**config.mk**
```make
export PLATFORM = sky130hd
export DESIGN_NAME = sync_fifo_flagged
export DESIGN_NICKNAME = d
export VERILOG_FILES = /design/src/rtl/sync_fifo_flagged.sv
export SDC_FILE = /design/constraint.sdc
export NUM_CORES = 1
export LEC_CHECK = 0
export ABC_AREA = 1
export CORE_UTILIZATION = 30
export CTS_CLUSTER_DIAMETER = 60
export DETAILED_ROUTE_END_ITERATION = 7
export PLACE_DENSITY_LB_ADDON = 0.08
export SYNTH_ARGS = -nofsm -noshare
export SYNTH_HDL_FRONTEND = slang
export SYNTH_SLANG_ARGS = --single-unit
```
**constraint.sdc**
```tcl
create_clock -name i_clk -period 25.3 [get_ports i_clk]
set_clock_uncertainty 0.15 [all_clocks]
set_input_delay 5.06 -clock i_clk [delete_from_list [all_inputs] [get_ports i_clk]]
set_output_delay 5.06 -clock i_clk [all_outputs]
set_load 0.02 [all_outputs]
```
**src/rtl/sync_fifo_flagged.sv**
```systemverilog
// Parametrised single-clock FIFO with registered flags, occupancy count and read-valid strobe.
// Define FIFO_STICKY_ERR_EN to add sticky overflow/underflow error outputs.
module sync_fifo_flagged #(
  parameter int unsigned ADR_W    = 2,
  parameter int unsigned DATA_W   = 288,
  parameter int unsigned AF_LEVEL = 3
) (
  input  logic              i_clk,
  input  logic              i_rst,
  input  logic              i_wr_en,
  input  logic [DATA_W-1:0] i_wr_dt,
  input  logic              i_rd_en,
  output logic [DATA_W-1:0] o_rd_dt,
  output logic              o_rd_valid,
  output logic              o_full,
  output logic              o_empty,
  output logic              o_almost_full,
  output logic [ADR_W:0]    o_count,
  output logic [ADR_W-1:0]  o_d_wadr,
  output logic [ADR_W-1:0]  o_d_radr
`ifdef FIFO_STICKY_ERR_EN
  ,
  output logic              o_ovf_err,
  output logic              o_udf_err
`endif
);

  localparam int unsigned  DEPTH    = 2 ** ADR_W;
  localparam logic [ADR_W:0] LP_DEPTH = (ADR_W + 1)'(DEPTH);
  localparam logic [ADR_W:0] LP_AF    = (ADR_W + 1)'(AF_LEVEL);

  logic [DATA_W-1:0] r_mem [DEPTH];
  logic [ADR_W:0]    r_wptr;
  logic [ADR_W:0]    r_rptr;
  logic [ADR_W:0]    r_count;
  logic [DATA_W-1:0] r_rd_dt;
  logic              r_rd_valid;
  logic              r_full;
  logic              r_empty;
  logic              r_almost_full;

  logic              w_wr_accept;
  logic              w_rd_accept;
  logic [ADR_W:0]    w_count_d;

  // Reset outranks both requests, so neither side may touch storage during it.
  assign w_wr_accept = i_wr_en & ~r_full & ~i_rst;
  assign w_rd_accept = i_rd_en & ~r_empty & ~i_rst;

  always_comb begin
    w_count_d = r_count;
    case ({w_wr_accept, w_rd_accept})
      2'b10:   w_count_d = r_count + (ADR_W + 1)'(1);
      2'b01:   w_count_d = r_count - (ADR_W + 1)'(1);
      default: w_count_d = r_count;
    endcase
  end

  always_ff @(posedge i_clk) begin
    if (w_wr_accept) begin
      r_mem[r_wptr[ADR_W-1:0]] <= i_wr_dt;
    end
  end

  always_ff @(posedge i_clk) begin
    if (i_rst) begin
      r_wptr        <= '0;
      r_rptr        <= '0;
      r_count       <= '0;
      r_rd_dt       <= '0;
      r_rd_valid    <= 1'b0;
      r_full        <= 1'b0;
      r_empty       <= 1'b1;
      r_almost_full <= 1'b0;
    end else begin
      if (w_wr_accept) begin
        r_wptr <= r_wptr + (ADR_W + 1)'(1);
      end
      if (w_rd_accept) begin
        r_rd_dt <= r_mem[r_rptr[ADR_W-1:0]];
        r_rptr  <= r_rptr + (ADR_W + 1)'(1);
      end
      r_rd_valid    <= w_rd_accept;
      r_count       <= w_count_d;
      r_full        <= (w_count_d == LP_DEPTH);
      r_empty       <= (w_count_d == '0);
      r_almost_full <= (w_count_d >= LP_AF);
    end
  end

`ifdef FIFO_STICKY_ERR_EN
  logic r_ovf_err;
  logic r_udf_err;

  always_ff @(posedge i_clk) begin
    if (i_rst) begin
      r_ovf_err <= 1'b0;
      r_udf_err <= 1'b0;
    end else begin
      if (i_wr_en & r_full)  r_ovf_err <= 1'b1;
      if (i_rd_en & r_empty) r_udf_err <= 1'b1;
    end
  end

  assign o_ovf_err = r_ovf_err;
  assign o_udf_err = r_udf_err;
`endif

  assign o_rd_dt       = r_rd_dt;
  assign o_rd_valid    = r_rd_valid;
  assign o_full        = r_full;
  assign o_empty       = r_empty;
  assign o_almost_full = r_almost_full;
  assign o_count       = r_count;
  assign o_d_wadr      = r_wptr[ADR_W-1:0];
  assign o_d_radr      = r_rptr[ADR_W-1:0];

endmodule

```
### Yosys cells after proc, flatten, opt, wreduce, memory -nomap -nowiden

Memories as Yosys holds them, arrays and structs flattened. A register that Yosys moved wholly into a read port is not among the register bits.
Index checks and enable logic that the tools add are counted.

* flip-flop bits (word level): 13
* latch bits: 0
* memory bits (writable): 1152
* memory bits (read-only): 0
* bits of input ports: 292
* output and inout bits: 299
* memories kept: 1

* add/subtract/negate cells: 4
* multipliers: 0
* div/mod/pow operators: 0
* magnitude comparators: 1
* equality and inequality tests: 3
* shifts and indexed selects: 0
* muxes and demuxes: 3
* bitwise operators: 7
* reduce and logical (&&, ||, !) cells: 1

Memories
* r_mem: depth 4, bits a word 288, read ports 1, clocked after Yosys merged registers in 1, write ports 1, line 32 `logic [DATA_W-1:0] r_mem [DEPTH];`

Operator list (count)
* 3-bit by 1-bit adder with 3-bit output, second input constant: 3
* 3-bit one-hot mux with 2 select lines: 1
* 1-bit AND: 4
* 3-bit equality test, second input constant: 1
* 3-bit by 2-bit greater-or-equal comparator with 1-bit output, second input constant: 1
* 3-bit logical NOT: 1
* 1-bit inverter: 3
* 3-bit by 1-bit subtractor with 3-bit output, second input constant: 1
* 2-bit by 1-bit equality test with 1-bit output, second input constant: 1
* 2-bit equality test, second input constant: 1
* 1-bit two-way mux: 2

### Logic depth before layout (Yosys ltp)

* depth after elaboration: 6
* depth in mapped cells: 14
* mapped depth without buffers: 13

### Worst setup path after synthesis

OpenSTA, ideal clock, no wires.

* path type: in2reg
* start point: input i_rst
* end point: memory r_mem[0][0] (enable)
* library setup time: 0.944 ns
* arrival time: 17.533 ns
* data required time: 24.206 ns
* slack: 6.673 ns
* stages on the path: 5
* path buffers: 2
* cells stage by stage: buf_2 inv_2 buf_2 nand2_1 nor2_1

* cells in the longest elaborated chain, start to end: 4

Ends and longest elaborated chain
* from (decl): line 9 `input logic i_rst,`
* 1-bit inverter: line 47 `assign w_wr_accept = i_wr_en & ~r_full & ~i_rst;`
* 1-bit AND: line 47
* 1-bit two-way mux: line 60 `if (w_wr_accept) begin`
* 1-bit two-way mux (not written as such): line 61 `r_mem[r_wptr[ADR_W-1:0]] <= i_wr_dt;`
* to (decl): line 32

No other way between the ends.

### Worst setup path in the final report

* start point: input i_rst
* end point: memory r_mem[0][16] (enable)

The elaborated chain is that of the path after synthesis.

==> impl_metrics.json <==
{
  "status": "completed",
  "grt_first_pass_wirelength_um": 237200,
  "antenna_left": 0,
  "synth_nets": 5070,
  "cts_tree": "done",
  "clockBufferDepth": 3,
  "crit_arrival_ps": 9970,
  "io_pins": 591,
  "synth_area_leaders": "edfxtp_1 (64%), dfxtp_1 (11%), nor2_1 (8.0%)",
  "fp.dieW_um": 428.0,
  "finalHoldViolCount": 0,
  "hold_class": "reg -> reg",
  "ff2ff_path_depth": 7,
  "max_freq_ghz": 0.1031,
  "slew_violations": 0,
  "synthCells": 4772,
  "crit_start": "i_rst",
  "cts_made_buffers": 169,
  "routed_wl_um": 161400,
  "cts-root-buf": "clkbuf_16",
  "crit_fanout": 66,
  "fp.dieH_um": 428.0,
  "worstMarginPinSlew_ps": 1180,
  "die_area_um2": 183200,
  "antenna_found_initial": 57,
  "cts_hold_buf": 0,
  "peakVddDrop_mv": 0.05471,
  "grt_pass1_vias": 34660,
  "yosys.cell_types.count": 20,
  "p_per_area_nw_per_um2": 83.29,
  "multiInputGateArea_um2": 12290,
  "portBuffers": 590,
  "syn_avg_cell_area_um2": 11.41,
  "route.vias.total": 35380,
  "netlist_top_cells_count": "nor2_1 (1163), edfxtp_1 (1152), nand2_1 (966)",
  "postCtsSetupBuffers": 0,
  "gp_congestion": 0.7428,
  "setup_violations": 0,
  "critical_path_class": "in -> reg",
  "cp-end-kind": "flip-flop",
  "r2r_start": "o_full",
  "grt_setup_unrepaired": "no",
  "yosysTopAreaCell": "edfxtp_1",
  "cts-htree-levels": 4,
  "hpwl_um": 91630,
  "grtUsageTotal_pct": 17.30,
  "vias_per_cell": 4.526,
  "endpoint": "r_mem[0][16]",
  "synth_most_common_cell": "nor2_1",
  "synth_top_area_share_pct": 63.53,
  "yosysWarnings": 0,
  "grt_max_degree": 147,
  "cts_resized": 0,
  "rows": 155,
  "max_slew_margin_pct": 21.33,
  "r2r-end": "r_mem[0][16]",
  "worstSetupStartpointType": "input pin",
  "max_cap_violations": 0,
  "seq_area_um2": 40590,
  "area_delta_synth_final_pct": 24.93,
  "worst_ep_required_time_ps": 25580,
  "initial_core_util_pct": 30.35,
  "final.period_utilization_pct": 38.32,
  "dr.pass1.iters": 5,
  "ys_seq_elements": 1451,
  "netlist_area_um2": 54450,
  "leakagePower_nw": 24.96,
  "clk_pin_slew_ps": 60,
  "min_period_ps": 9696,
  "ys.flop_type": "edfxtp_1",
  "setup_tns_ps": 0,
  "synthArstFlopShare_pct": 0,
  "drive_gt1_share_pct": 5.819,
  "drcViolationCount": 0,
  "synth_seq_area_share_pct": 74.52,
  "post_dp_cell_area_um2": 62460,
  "drtIter0Drc": 1837,
  "fin_nets": 5599,
  "wire_per_inst_um": 20.65,
  "core_area_um2": 179400,
  "cts.sinks": 1451,
  "rrSetupSlack_ps": 20450,
  "fill_cells": 17440,
  "overflow": 0,
  "synth-edff-count": 1152,
  "clk_latency_ps": 820,
  "fin_area_um2": 68030
}
## metrics by stage
stage,cells,power [mW],util [%],setup slack [ps],hold slack [ps]
after floorplan,4772,3.064,-,6673,349.5
after global placement,7485,3.315,34.82,14700,308.8
after detailed placement,7485,3.316,34.82,14670,310.9
after CTS,7803,5.763,37.90,15580,321.5
after global routing,7813,5.896,37.92,15280,332.0
final,7816,5.666,37.92,15600,318.8
## registers in the layout, summed over array words and instances (netlist names)
name	flops
o_almost_full	1
o_count	3
o_empty	1
o_full	1
o_rd_dt	288
o_rd_valid	1
r_mem	1152
r_rptr	2
r_wptr	2
## logic make-up (layout without fill, tap and decap cells)
kind of cell | Yosys count | in the layout | share of synthesized area (%)
buffers and inverters | 354 | 1030 | 2.980
xor gates and xnor gates | 1 | 1 | 0.01609
and+or+nand+nor | 2421 | 2421 | 17.37
AOI/OAI and AO/OA | 539 | 539 | 4.954
other | 0 | 13 | 0
adders and majority gates | 6 | 6 | 0.1517
DFF | 1451 | 1451 | 74.52
## report_power, final
group / switching, mW / internal (mW)
combinational: 0.348 / 0.193
clock: 0.997 / 1.42
sequential: 0.0439 / 2.66
## layout make-up
type	count	share of cell area, %
flip-flops and latches	1451	59.66
multi-input cells	2967	18.06
repair buffers	645	9.354
clock buffers	252	7.092
well taps	2355	4.331
clock inverters	66	1.037
inverters	67	0.4138
diodes	13	0.04782
## worst min-delay path by stage
stage	slack [ps]	cells after the start	from	end
final	320	2	o_rd_dt[260]	o_rd_dt[260]
after floorplan	350	4	r_mem[3][0]	o_rd_dt[0]
after CTS	320	2	o_rd_dt[223]	o_rd_dt[223]
after detailed placement	310	2	o_rd_dt[271]	o_rd_dt[271]
after global placement	310	2	o_rd_dt[183]	o_rd_dt[183]
after global routing	330	2	o_rd_dt[260]	o_rd_dt[260]
## critical path: stages
cell and delay, ps:
buf_2 90, buf_4 320, inv_8 450, nand2_1 400, nor2_4 480, buf_4 730
buf_4 630, buf_4 670, buf_4 680
## cells in the final DEF, fill, tap and decap left out
| master | instances |
|---|---|
| a21oi_1 | 4 |
| buf_12 | 4 |
| buf_2 | 1 |
| buf_4 | 51 |
| bufinv_16 | 9 |
| clkbuf_1 | 58 |
| clkbuf_16 | 172 |
| clkbuf_8 | 22 |
| clkdlybuf4s50_1 | 589 |
| clkinv_1 | 11 |
| clkinv_16 | 1 |
| clkinv_2 | 25 |
| clkinv_4 | 2 |
| clkinv_8 | 4 |
| clkinvlp_4 | 4 |
| dfxtp_1 | 297 |
| dfxtp_4 | 2 |
| diode_2 | 13 |
| edfxtp_1 | 1152 |
| fa_1 | 1 |
| ha_1 | 5 |
| inv_1 | 63 |
| inv_16 | 3 |
| inv_6 | 5 |
| inv_8 | 6 |
| nand2_1 | 966 |
| nand3_1 | 290 |
| nand4_1 | 1 |
| nor2_1 | 1158 |
| nor2_4 | 6 |
| o21ai_0 | 274 |
| o21ai_1 | 261 |
| xnor2_1 | 1 |
## metal layers
layer,part of all wire [%],vias to the layer above,GRT usage (%)
li1,-,17280,-
met1,43,17040,21.30
met2,49,709,29.37
met3,5.0,312,4.329
met4,2.9,38,6.021
met5,0.15,-,0
(Power assumes the default switching activity.)
